**config.mk**
```make
export PLATFORM = sky130hd
export DESIGN_NAME = uart_tx_fifo
export DESIGN_NICKNAME = d
export VERILOG_FILES = /design/src/rtl/uart_tx_fifo.sv
export SDC_FILE = /design/constraint.sdc
export NUM_CORES = 1
export LEC_CHECK = 0
export BUFFER_PORTS_ARGS = -buffer_cell sky130_fd_sc_hd__buf_2
export CORE_UTILIZATION = 30
export DETAILED_ROUTE_END_ITERATION = 8
export GPL_TIMING_DRIVEN = 1
export PLACE_DENSITY_LB_ADDON = 0.2
export SETUP_SLACK_MARGIN = 0.05
export SLEW_MARGIN = 5
export SYNTH_ARGS = -nofsm -noshare
export SYNTH_HDL_FRONTEND = slang
export SYNTH_SLANG_ARGS = --single-unit
```
**constraint.sdc**
```tcl
create_clock -name clk -period 4.4 [get_ports clk]
set_input_delay 0.44 -clock clk [delete_from_list [all_inputs] [get_ports clk]]
set_output_delay 0.44 -clock clk [all_outputs]
set_load 0.02 [all_outputs]
```
**src/rtl/uart_tx_fifo.sv**
```systemverilog
// Buffered 8N1 UART transmitter: bytes enter a FIFO over valid/ready and leave LSB first on tx.
// Latency: a byte accepted into an empty FIFO while idle drives the start bit one clock later.
// Backpressure: s_ready drops only while the FIFO is full; queued bytes are sent back-to-back.
module uart_tx_fifo #(
    parameter int FIFO_AW = 4
) (
    input  logic               clk,
    input  logic               rst,
    input  logic               s_valid,
    input  logic [7:0]         s_data,
    output logic               s_ready,
    input  logic               baud_pulse,
    output logic               baud_en,
    output logic               tx,
    output logic               busy,
    output logic               tx_done,
    output logic [FIFO_AW:0]   fifo_count
);

    localparam int DEPTH = 1 << FIFO_AW;

    typedef enum logic [1:0] {
        IDLE  = 2'd0,
        START = 2'd1,
        DATA  = 2'd2,
        STOP  = 2'd3
    } state_t;

    state_t               state;
    logic [7:0]           mem [DEPTH];
    logic [FIFO_AW-1:0]   wr_ptr;
    logic [FIFO_AW-1:0]   rd_ptr;
    logic [7:0]           shreg;
    logic [2:0]           bit_cnt;
    logic                 full;
    logic                 empty;
    logic                 push;
    logic                 pop;

    // The count never exceeds DEPTH, so its MSB alone marks a full FIFO.
    assign full    = fifo_count[FIFO_AW];
    assign empty   = (fifo_count == '0);
    assign s_ready = !full && !rst;
    assign push    = s_valid && s_ready;

    // A byte leaves the FIFO whenever a frame is loaded: straight from IDLE,
    // or at the end of a stop bit so the next start bit follows without a gap.
    assign pop  = !empty && ((state == IDLE) || ((state == STOP) && baud_pulse));

    assign busy = (state != IDLE) || !empty;

    // FIFO storage; contents need no reset because the pointers define validity.
    always_ff @(posedge clk) begin
        if (push) begin
            mem[wr_ptr] <= s_data;
        end
    end

    // FIFO pointers and occupancy; a simultaneous push and pop leaves the count alone.
    always_ff @(posedge clk) begin
        if (rst) begin
            wr_ptr     <= '0;
            rd_ptr     <= '0;
            fifo_count <= '0;
        end else begin
            if (push) begin
                wr_ptr <= wr_ptr + 1'b1;
            end
            if (pop) begin
                rd_ptr <= rd_ptr + 1'b1;
            end
            case ({push, pop})
                2'b10:   fifo_count <= fifo_count + 1'b1;
                2'b01:   fifo_count <= fifo_count - 1'b1;
                default: fifo_count <= fifo_count;
            endcase
        end
    end

    // Frame sequencer with registered line, baud enable and done pulse.
    always_ff @(posedge clk) begin
        if (rst) begin
            state   <= IDLE;
            tx      <= 1'b1;
            baud_en <= 1'b0;
            tx_done <= 1'b0;
            shreg   <= '0;
            bit_cnt <= '0;
        end else begin
            tx_done <= 1'b0;
            case (state)
                IDLE: begin
                    if (!empty) begin
                        shreg   <= mem[rd_ptr];
                        bit_cnt <= '0;
                        baud_en <= 1'b1;
                        tx      <= 1'b0;
                        state   <= START;
                    end else begin
                        tx      <= 1'b1;
                        baud_en <= 1'b0;
                    end
                end
                START: begin
                    if (baud_pulse) begin
                        tx    <= shreg[0];
                        shreg <= {1'b0, shreg[7:1]};
                        state <= DATA;
                    end
                end
                DATA: begin
                    if (baud_pulse) begin
                        bit_cnt <= bit_cnt + 1'b1;
                        if (bit_cnt == 3'd7) begin
                            tx    <= 1'b1;
                            state <= STOP;
                        end else begin
                            tx    <= shreg[0];
                            shreg <= {1'b0, shreg[7:1]};
                        end
                    end
                end
                STOP: begin
                    if (baud_pulse) begin
                        tx_done <= 1'b1;
                        if (!empty) begin
                            // Keep the baud generator running so the next start bit
                            // is a full period with no idle gap.
                            shreg   <= mem[rd_ptr];
                            bit_cnt <= '0;
                            tx      <= 1'b0;
                            state   <= START;
                        end else begin
                            baud_en <= 1'b0;
                            state   <= IDLE;
                        end
                    end
                end
                default: begin
                    state <= IDLE;
                end
            endcase
        end
    end

endmodule

```
==> summary.md, run 1 <==
| Metric | Value |
|---|---|
| Largest stage delay on the critical path | `0.43 ns` |
| Met2 usage | `0.199` |
| Inst Count DP | `711` |
| Crit path from | `state[0]` |
| Critical path's slowest cell | `dfxtp_1` |
| P per Cell Area | `599 mW/mm²` |
| Sw Pwr | `1.48 mW` |
| Pwr Total | `4.59 mW` |
| N_diodes | `0` |
| DR pass1 iterations | `5` |
| Worst-skew pair later-pin latency | `0.42 ns` |
| Post-synth EDFFs | `128` |
| Grt met3 use | `0.0314` |
| Worst-margin pin slew | `0.939 ns` |
| Via density | `4.78` |
| Final setup fails | `0` |
| Post-synth top area share | `0.573` |
| Clk slew on worst S/H paths | `0.06 ns` |
| Post-CTS setup buffers | `0` |
| CP Class | `flop to flop` |
| Leak | `2.51 nW` |
| Initial antenna violation count | `0` |
| Buf/Inv on CP | `1` |
| Period utilization | `0.770` |
| Cell Chain, Critical Path | `inv_1 > ha_1 > a21oi_1 > a21oi_1 > ha_1 > xor2_1 > ha_1 > nor4b_1 > a211oi_1 > a31oi_4 > mux2i_1 > a211oi_2` |
| Part of the power in registers | `0.402` |
| Die Span X | `152 µm` |
| Synth Flop Type | `edfxtp_1` |
| IO buf count | `21` |
| Top post-synthesis cells by area | `edfxtp_1, mux4_2, dfxtp_1` |
| Synth warnings | `0` |
| Comb pwr share | `0.294` |
| Initial Utilization | `0.306` |
| Worst Path Arrival | `3.66 ns` |
| Max Freq | `295 MHz` |
| Clock network power share | `0.304` |
| # clock sinks | `161` |
| Sequential share of the synthesized area | `0.671` |
| Worst EP required | `4.67 ns` |
| CORE AREA | `0.0219 mm²` |
| Most used cell along the critical path | `ha_1` |
| Hold depth | `3` |
| Die Span Y | `152 µm` |
| Crit Reg-Reg Startpoint | `state[0]` |
| CP top delay family | `compound AO/OA/AOI/OAI gates` |
| Final hold vios | `0` |
| Root buffer cell | `clkbuf_16` |
| Internal Power | `3.11 mW` |
| Avg Inst Size Synth | `15.7 µm²` |
| Critical path depth | `12` |
| Period minus WS final | `3.39 ns` |
| Worst setup endpoint | `fifo_count[4]` |
| Fin. max-slew vios | `0` |
| Grt peak-use layer | `met2` |
| Largest area contributor in the netlist | `edfxtp_1` |
| Number of CTS-inserted buffers | `17` |
| Area Overhead vs Synth | `14.3%` |
| Sw frac | `0.323` |
| Vias in the first global route | `3,603` |
| Run status | `finished clean` |
| Worst setup EP type | `flop` |
| CTS H-tree lvls | `4` |
| Post-DP HPWL | `8490 µm` |
| Worst Hold Class | `input pin to flop` |
| R2r worst-path depth | `12` |
| Smallest hold slack | `0.374 ns` |
| Max_cap viols | `0` |
| Synthesized area | `0.00671 mm²` |
| Iter 0 DRT Violations | `307` |
| DRC viols | `0` |
| Area of the die | `0.0230 mm²` |
| Post_cts resized | `0` |
| Clk buf depth | `2` |
| Setup_tns | `0 ns` |
| RePlAce Congestion | `0.837` |
| First-pass GRT wire length | `20,700 µm` |
| Max Fanout on Critical Path | `8` |
| Hold_buf cts | `0` |
| Yosys cell types | `47` |
| Synthesized flop and latch total | `161` |
| Syn nets | `454` |
| VDD IR-drop max | `0.253 mV` |
| Via count | `3,550` |
| Total grt overflow | `0` |
| Nets | `478` |
| Drt wl/cell | `17.7 µm` |
| Largest net degree at the start of global routing | `37` |
| Post-Synthesis Cells | `426` |
| Routed Antenna Nets | `0` |
| CTS tree | `done` |
| Routed WL | `13,200 µm` |
| Share of post-route cells with drive strength above 1 | `0.214` |
| Rows | `54` |
| CP Launch Type | `flop` |
| Clock Skew | `0.0115 ns` |
| M1 GR Usage | `0.168` |
| Total GRT Usage | `0.126` |
| Reg2reg setup slack | `1.01 ns` |
| Post-synthesis async set-or-reset flop share | `0` |
| Final Instance Count excl. Fillers | `743` |
| RSZ-0062 raised after global routing | `no` |
| Reg2Reg Capture Point | `fifo_count[4]` |
| I/O pin count | `22` |
| Slew margin rel. | `0.372` |
worst min-delay path: stages:
cell	delay [ns]
buf_2	0.16
nand2_1	0.10
nor2_1	0.04
cells by family after synthesis:
kind of cell    synth area share
compound gates            0.0492
xor+xnor                  0.0118
fa+ha+maj                 0.0298
buf+inv                   0.0246
flops                      0.671
mux                        0.139
simple gates              0.0740
registers in the layout, summed over array words and instances, names as in the netlist, named ones only:
| register | cells |
|---|---|
| baud_en | 1 |
| bit_cnt | 3 |
| fifo_count | 5 |
| mem | 128 |
| rd_ptr | 4 |
| shreg | 8 |
| state | 2 |
| tx | 1 |
| tx_done | 1 |
| wr_ptr | 4 |
synth_stat cells, drive strengths merged (3+ instances only):
library cell,instances
o221ai,10
inv,15
dfxtp,33
nor2,49
nand2b,4
nor3,15
ha,16
a211oi,3
xor2,8
edfxtp,128
clkbuf,11
buf,11
mux4,33
a21oi,13
mux2i,19
nand2,23
o21ai,5
layer usage:
metal / vias up / part of all wire
met2: 64 / 0.48
li1: 1680 / -
met5: - / 0
met3: 9 / 0.040
met4: 0 / 0.0098
met1: 1797 / 0.47
placed cells by master (no fill, tap or decap), types with 14 or more instances in the layout:
cell type	Yosys	routed
edfxtp_1	128	128
mux4_2	33	33
nor2_1	49	49
mux2i_1	19	19
buf_2	4	21
dfxtp_1	33	32
nand2_1	23	23
clkbuf_16	0	17
nor3_1	15	14
inv_1	14	14
ha_1	16	16
metrics by stage:
stage,utilization,instance area [µm²],worst slack (ns)
floorplan,-,6710,1.31
global placement,0.325,7110,1.15
finish,0.350,7670,1.01
detailed placement,0.325,7110,1.07
CTS,0.350,7670,1.02
global route,0.350,7670,0.641
cell type report:
| type | instances | area (µm²) |
|---|---|---|
| fillers | 2101 | 14200 |
| multi-input cells | 228 | 2040 |
| clock buffers | 18 | 429 |
| repair buffers | 27 | 150 |
| flip-flops and latches | 161 | 4510 |
| clock inverters | 14 | 128 |
| well taps | 280 | 350 |
| inverters | 15 | 58.8 |
power by group through the flow:
stage,clock [mW],sequential [mW],combinational (mW)
2_1_floorplan,0,1.85,1.08
3_3_place_gp,0,1.88,1.35
3_5_place_dp,0,1.88,1.36
4_1_cts,1.44,1.85,1.37
5_1_grt,1.50,1.87,1.50
6_report,1.40,1.85,1.35
how the worst min path moves through the flow:
stage                from        to  slack [ns]
2_1_floorplan    shreg[7]  shreg[7]        0.44
3_3_place_gp     shreg[7]  shreg[7]        0.45
3_5_place_dp     shreg[7]  shreg[7]        0.46
4_1_cts        baud_pulse   tx_done        0.33
5_1_grt        baud_pulse   tx_done        0.36
6_report       baud_pulse   tx_done        0.37
No activity file was read; power rests on OpenSTA's default activity.
==> run 2, diff against run 1 <==
--- a/config.mk
+++ b/config.mk
@@ -5,6 +5,7 @@
 export SDC_FILE = /design/constraint.sdc
 export NUM_CORES = 1
 export LEC_CHECK = 0
+export ABC_AREA = 1
 export BUFFER_PORTS_ARGS = -buffer_cell sky130_fd_sc_hd__buf_2
 export CORE_UTILIZATION = 30
 export DETAILED_ROUTE_END_ITERATION = 8
==> constraint.sdc (replaced) <==
create_clock -name clk -period 3.22 [get_ports clk]
set_input_delay 0.322 -clock clk [delete_from_list [all_inputs] [get_ports clk]]
set_output_delay 0.322 -clock clk [all_outputs]
set_load 0.02 [all_outputs]
==> run 2 against run 1 <==
Cell count grew 35%; worst hold slack got worse by 0.15 ns; wire length is 17% higher; non-clock buffer count decreased by 2; sequential power is 39% higher; register-to-register slack worse by 0.14 ns; via count grew 29%; global-route usage grew 1.1 points; critical path depth grew 3; clock power increased by 43%; die area up 5.3%; combinational power is 39% higher.
==> summary.md, run 2 <==
| Metric | Value |
|---|---|
| CTS H-tree lvls | `4` |
| Clock network power share | `0.310` |
| Max Freq | `425 MHz` |
| Worst setup EP type | `flop` |
| Buf/Inv on CP | `3` |
| Die Span Y | `156 µm` |
| R2r worst-path depth | `15` |
| Largest stage delay on the critical path | `0.42 ns` |
| RePlAce Congestion | `0.827` |
| Syn nets | `689` |
| Fin. max-slew vios | `0` |
| Sw Pwr | `2.21 mW` |
| Synth warnings | `0` |
| Yosys cell types | `31` |
| Internal Power | `4.23 mW` |
| Post-synth top area share | `0.544` |
| Worst Path Arrival | `2.68 ns` |
| Number of CTS-inserted buffers | `17` |
| VDD IR-drop max | `0.350 mV` |
| Top post-synthesis cells by area | `edfxtp_1, dfxtp_1, inv_1` |
| Worst EP required | `3.55 ns` |
| Final hold vios | `0` |
| Largest net degree at the start of global routing | `72` |
| Iter 0 DRT Violations | `244` |
| Worst-margin pin slew | `0.717 ns` |
| Via density | `4.57` |
| Area Overhead vs Synth | `13.4%` |
| Slew margin rel. | `0.520` |
| Synth Flop Type | `edfxtp_1` |
| Most frequent cells in the layout | `edfxtp_1, inv_1, nand2_1, nand3_1, nor2_1` |
| Most common cell in the netlist | `edfxtp_1` |
| Clk slew on worst S/H paths | `0.06 ns` |
| Post-synth EDFFs | `128` |
| Post-CTS setup buffers | `0` |
| Share of post-route cells with drive strength above 1 | `0.118` |
| Final setup fails | `0` |
| Root buffer cell | `clkbuf_16` |
| Part of the power in registers | `0.400` |
| Period minus WS final | `2.35 ns` |
| Sequential share of the synthesized area | `0.637` |
| Rows | `55` |
| CP Class | `flop to flop` |
| Final Util | `0.351` |
| # fillers | `2,339` |
| Worst Hold End | `tx_done` |
| Largest Register | `mem` |
| Routed WL | `15,400 µm` |
| Sw frac | `0.343` |
| Vias in the first global route | `4,500` |
| Synthesized area | `0.00707 mm²` |
| Die Span X | `156 µm` |
| IO buf count | `21` |
| CP Launch Type | `flop` |
| Largest area contributor in the netlist | `edfxtp_1` |
| Critical path's slowest cell | `dfxtp_1` |
| # clock sinks | `161` |
| CORE AREA | `0.0228 mm²` |
| Most common cell after layout, fill and taps aside | `edfxtp_1` |
| Comb pwr share | `0.290` |
| Hold depth | `3` |
| Crit Reg-Reg Startpoint | `state[0]` |
| Synthesized flop and latch total | `161` |
| Area of the die | `0.0242 mm²` |
| DR pass1 iterations | `6` |
| Max reg flops | `128` |
| Drt wl/cell | `15.3 µm` |
| Initial antenna violation count | `0` |
| Leak | `3.01 nW` |
| Synth top cells by count | `edfxtp_1, inv_1, nand2_1, nand3_1, nor2_1` |
| Nets | `705` |
| Total GRT Usage | `0.137` |
| First-pass GRT wire length | `24,600 µm` |
| Dpl ws | `0.879 ns` |
| CP top delay family | `simple AND/OR/NAND/NOR gates` |
| Hold_buf cts | `0` |
| Via count | `4,583` |
| Post-DP HPWL | `10,400 µm` |
| Avg Inst Size Synth | `10.7 µm²` |
| Initial Utilization | `0.309` |
| CTS tree | `done` |
| Clk buf depth | `2` |
| Worst Hold Class | `input pin to flop` |
| I/O pin count | `22` |
| Post-synthesis async set-or-reset flop share | `0` |
| Regs by FF count | `mem x128, shreg x8, fifo_count x5` |
| N_diodes | `0` |
| Max_cap viols | `0` |
| Reg2Reg Capture Point | `fifo_count[4]` |
| Max Fanout on Critical Path | `6` |
| Final worst slack | `0.869 ns` |
| Reg2reg setup slack | `0.87 ns` |
| Routed Antenna Nets | `0` |
| Post-Synthesis Cells | `661` |
| Clock Skew | `0.00680 ns` |
| DRC viols | `0` |
| Total grt overflow | `0` |
| Setup_tns | `0 ns` |
| Worst-skew pair later-pin latency | `0.43 ns` |
| Most used cell along the critical path | `nand2_1` |
| Min-delay src | `baud_pulse` |
| RSZ-0062 raised after global routing | `no` |
| Post_cts resized | `0` |
| P per Cell Area | `803 mW/mm²` |
| Period utilization | `0.730` |
| Cell Chain, Critical Path | `ha_1 > nand2_1 > nand2_2 > nand2_2 > inv_2 > ha_1 > xor2_1 > ha_1 > inv_1 > nand2_1 > nand2_1 > nand3_1 > nand3_1 > nand2_1 > inv_1` |
| Run status | `finished clean` |
==> run 2: cell count changes after synthesis, sizes merged, moves of 10 or more <==
cell    before  now
nand2       23   93
o211ai       1   39
mux2i       19    0
nand3        2   64
o221ai      10    0
a21oi       13   50
mux4        33    0
inv         15   99
nor3        15    3
buf         11   22
o21ai        5   39
nor2        49   60
==> run 2: worst max-delay path by stage <==
stage	depth (start not counted)	endpoint	start	slack, ns
2_1_floorplan	14	fifo_count[2]	state[0]	1.15
3_3_place_gp	6	mem[3][2]	rst	0.97
3_5_place_dp	15	fifo_count[4]	state[0]	0.88
4_1_cts	15	fifo_count[4]	state[0]	0.86
5_1_grt	15	fifo_count[4]	state[0]	0.65
6_report	15	fifo_count[4]	state[0]	0.87
==> run 2: through the flow <==
stage	total power [mW]	area (µm²)	instances	hold slack, ns
3_3_place_gp	4.49	7440	971	0.446
4_1_cts	6.51	8020	1002	0.204
6_report	6.44	8020	1002	0.227
2_1_floorplan	4.07	7070	661	0.421
3_5_place_dp	4.51	7440	971	0.457
5_1_grt	6.86	8020	1002	0.262
==> run 2: worst register-to-register path: cells and delay by family, from the launching register on <==
| family | cells | cell delay [ns] |
|---|---|---|
| buffers and inverters | 3 | 0.19 |
| flip-flops | 1 | 0.42 |
| XOR/XNOR | 1 | 0.23 |
| AND/OR/NAND/NOR | 8 | 0.72 |
| adder cells (fa/ha/maj) | 3 | 0.68 |
==> run 2: layout make-up <==
class,instances,area [µm²],area share
multi-input cells,373,2020,0.252
inverters,99,372,0.0463
clock inverters,11,140,0.0175
clock buffers,20,437,0.0544
repair buffers,25,148,0.0184
well taps,313,392,0.0488
flip-flops and latches,161,4510,0.562
==> run 2: power groups by stage <==
stage | Clock, mW | Combinational (mW) | Sequential [mW]
3_3_place_gp | 0 | 1.87 | 2.62
6_report | 2.00 | 1.87 | 2.58
3_5_place_dp | 0 | 1.89 | 2.62
4_1_cts | 2.04 | 1.90 | 2.58
2_1_floorplan | 0 | 1.53 | 2.54
5_1_grt | 2.12 | 2.13 | 2.61
==> run 2: logic make-up (layout without fill, tap and decap cells) <==
logic type | Yosys count | in the layout | synth area share
DFF | 161 | 161 | 0.637
and+or+nand+nor | 222 | 222 | 0.137
buffers and inverters | 127 | 155 | 0.0766
AOI/OAI and AO/OA | 130 | 130 | 0.114
xor gates and xnor gates | 5 | 5 | 0.00619
adders and majority gates | 16 | 16 | 0.0283
==> run 2: per-layer routing <==
| layer | up-vias | track usage | wire length [µm] |
|---|---|---|---|
| met5 | - | 0 | 0 |
| met1 | 2199 | 0.170 | 7080 |
| met4 | 0 | 0.0532 | 310 |
| met2 | 73 | 0.229 | 7500 |
| met3 | 23 | 0.0323 | 459 |
| li1 | 2288 | - | - |
==> run 3, diff against run 2 <==
==> constraint.sdc (replaced) <==
create_clock -name clk -period 2.3 [get_ports clk]
set_input_delay 0.23 -clock clk [delete_from_list [all_inputs] [get_ports clk]]
set_output_delay 0.23 -clock clk [all_outputs]
set_load 0.02 [all_outputs]
==> run 3 against run 2 <==
Sequential share of layout area decreased by 1.9 points; sequential power increased by 40%; worst hold slack got worse by 0.14 ns; critical path depth increased by 2; fmax increased by 12%; wire length increased by 3.0%; die area unchanged; clock power increased by 42%; first-iteration DRC count increased by 61%; global-route usage increased by 0.49 points; combinational power increased by 54%; via count increased by 0.98%; largest power group unchanged; highest routed layer unchanged.
==> summary.md, run 3 (same netlist as run 2, synthesis figures left out) <==
| Metric | Value |
|---|---|
| Run status | `finished clean` |
| CP Class | `flop to flop` |
| Worst setup EP type | `flop` |
| Max reg flops | `128` |
| Critical path's slowest cell | `dfxtp_4` |
| Regs by FF count | `mem x128, shreg x8, fifo_count x5` |
| Number of CTS-inserted buffers | `17` |
| First-pass GRT wire length | `25,800 µm` |
| Most common cell after layout, fill and taps aside | `edfxtp_1` |
| # clock sinks | `161` |
| CP Launch Type | `flop` |
| N_diodes | `0` |
| Leak | `3.15 nW` |
| Die Span X | `156 µm` |
| CTS tree | `done` |
| Max Fanout on Critical Path | `6` |
| Final worst slack | `0.203 ns` |
| Clk slew on worst S/H paths | `0.06 ns` |
| Period utilization | `0.912` |
| Most frequent cells in the layout | `edfxtp_1, inv_1, nand2_1, nand3_1, nor2_1` |
| RSZ-0062 raised after global routing | `no` |
| Placed Area | `0.00765 mm²` |
| RePlAce Congestion | `0.814` |
| Die Span Y | `156 µm` |
| Rows | `55` |
| Largest net degree at the start of global routing | `43` |
| IO buf count | `21` |
| Most used cell along the critical path | `nand2_1` |
| Period minus WS final | `2.10 ns` |
| P per Cell Area | `1120 mW/mm²` |
| Post-DP HPWL | `10,200 µm` |
| Drt wl/cell | `15.4 µm` |
| Fin. max-slew vios | `0` |
| Worst-margin pin slew | `0.571 ns` |
| Worst EP required | `2.62 ns` |
| Post-route design area | `0.00830 mm²` |
| Area Overhead vs Synth | `17.4%` |
| Hold_buf cts | `0` |
| # fillers | `2,325` |
| Area of the die | `0.0242 mm²` |
| Grt met3 use | `0.0276` |
| Worst setup endpoint | `fifo_count[4]` |
| Via density | `4.50` |
| Crit Reg-Reg Startpoint | `state[0]` |
| Final Util | `0.363` |
| Via count | `4,628` |
| Iter 0 DRT Violations | `392` |
| Largest Register | `mem` |
| Root buffer cell | `clkbuf_16` |
| Slew margin rel. | `0.619` |
| Initial Utilization | `0.309` |
| Reg2Reg Capture Point | `fifo_count[4]` |
| Max_cap viols | `0` |
| R2r worst-path depth | `17` |
| DRC viols | `0` |
| Final hold vios | `0` |
| Initial antenna violation count | `0` |
| I/O pin count | `22` |
| Final setup fails | `0` |
| Worst-skew pair later-pin latency | `0.42 ns` |
| VDD IR-drop max | `0.503 mV` |
| Clk buf depth | `2` |
| Setup_tns | `0 ns` |
| CTS H-tree lvls | `4` |
| Share of post-route cells with drive strength above 1 | `0.166` |
| Max Freq | `477 MHz` |
| Worst Hold Class | `input pin to flop` |
| Cell Chain, Critical Path | `inv_1 > ha_2 > inv_2 > nand2_2 > nand2_4 > inv_2 > ha_4 > xor2_2 > ha_1 > inv_1 > nand2_1 > nand2_2 > nand2_1 > nand2_1 > nand3_1 > nand2_1 > inv_1` |
| Clock Skew | `0.00819 ns` |
| Met2 usage | `0.240` |
| M1 GR Usage | `0.180` |
| Total GRT Usage | `0.141` |
| CORE AREA | `0.0228 mm²` |
| Pwr Total | `9.32 mW` |
| Total grt overflow | `0` |
| Largest stage delay on the critical path | `0.38 ns` |
| Worst Path Arrival | `2.42 ns` |
| Routed WL | `15,800 µm` |
| Vias in the first global route | `4,748` |
| Dpl ws | `-0.0220 ns` |
| Routed Antenna Nets | `0` |
| Grt peak-use layer | `met2` |
| Nets | `730` |
| DR pass1 iterations | `5` |
| Reg2reg setup slack | `0.20 ns` |
| Crit path from | `state[0]` |
## run 3: how the worst min path moves through the flow
stage	cells past startpoint	endpoint	from	slack [ns]
global route	3	tx_done	baud_pulse	0.1
floorplan	0	mem[0][0]	s_data[0]	0.33
CTS	3	tx_done	baud_pulse	0.07
global placement	1	bit_cnt[0]	bit_cnt[0]	0.45
detailed placement	2	shreg[2]	shreg[2]	0.46
finish	3	tx_done	baud_pulse	0.09
## run 3: final cells by class
type / count / area [µm²] / share of cell area
Clock inverter: 14 / 163 / 0.0196
Tap cell: 313 / 392 / 0.0472
Clock buffer: 18 / 429 / 0.0517
Sequential cell: 161 / 4510 / 0.544
Inverter: 99 / 372 / 0.0448
Multi-Input combinational cell: 373 / 2070 / 0.250
Timing Repair Buffer: 50 / 360 / 0.0434
## run 3: repair_timing
item / 4_1_cts / 5_1_grt
gates resized for setup: 5 / 9
hold endpoints to repair: 0 / 0
setup endpoints to repair: 2 / 4
pin swaps: 1 / 1
buffers inserted: 0 / 1
## run 3: stage by stage
step	hold WS, ns	instances
after floorplan	0.329	661
after global placement	0.446	995
after detailed placement	0.460	995
after CTS	0.0744	1027
after global routing	0.0957	1028
final	0.0919	1028
## run 3: per-layer routing
| metal | part of all wire | vias to the layer above |
|---|---|---|
| met1 | 0.46 | 2206 |
| met5 | 0 | - |
| li1 | - | 2338 |
| met4 | 0.013 | 0 |
| met3 | 0.027 | 18 |
| met2 | 0.50 | 66 |
## run 3: power by group
group / internal, mW / switching, mW
clock: 1.70 / 1.14
sequential: 3.34 / 0.260
combinational: 1.07 / 1.81
## run 3: worst max-delay path: cells and delay by family (launching register included)
kind / cells / cell delay [ns]
xor+xnor: 1 / 0.16
fa+ha+maj: 3 / 0.58
buf+inv: 5 / 0.30
flops: 1 / 0.38
simple gates: 8 / 0.60
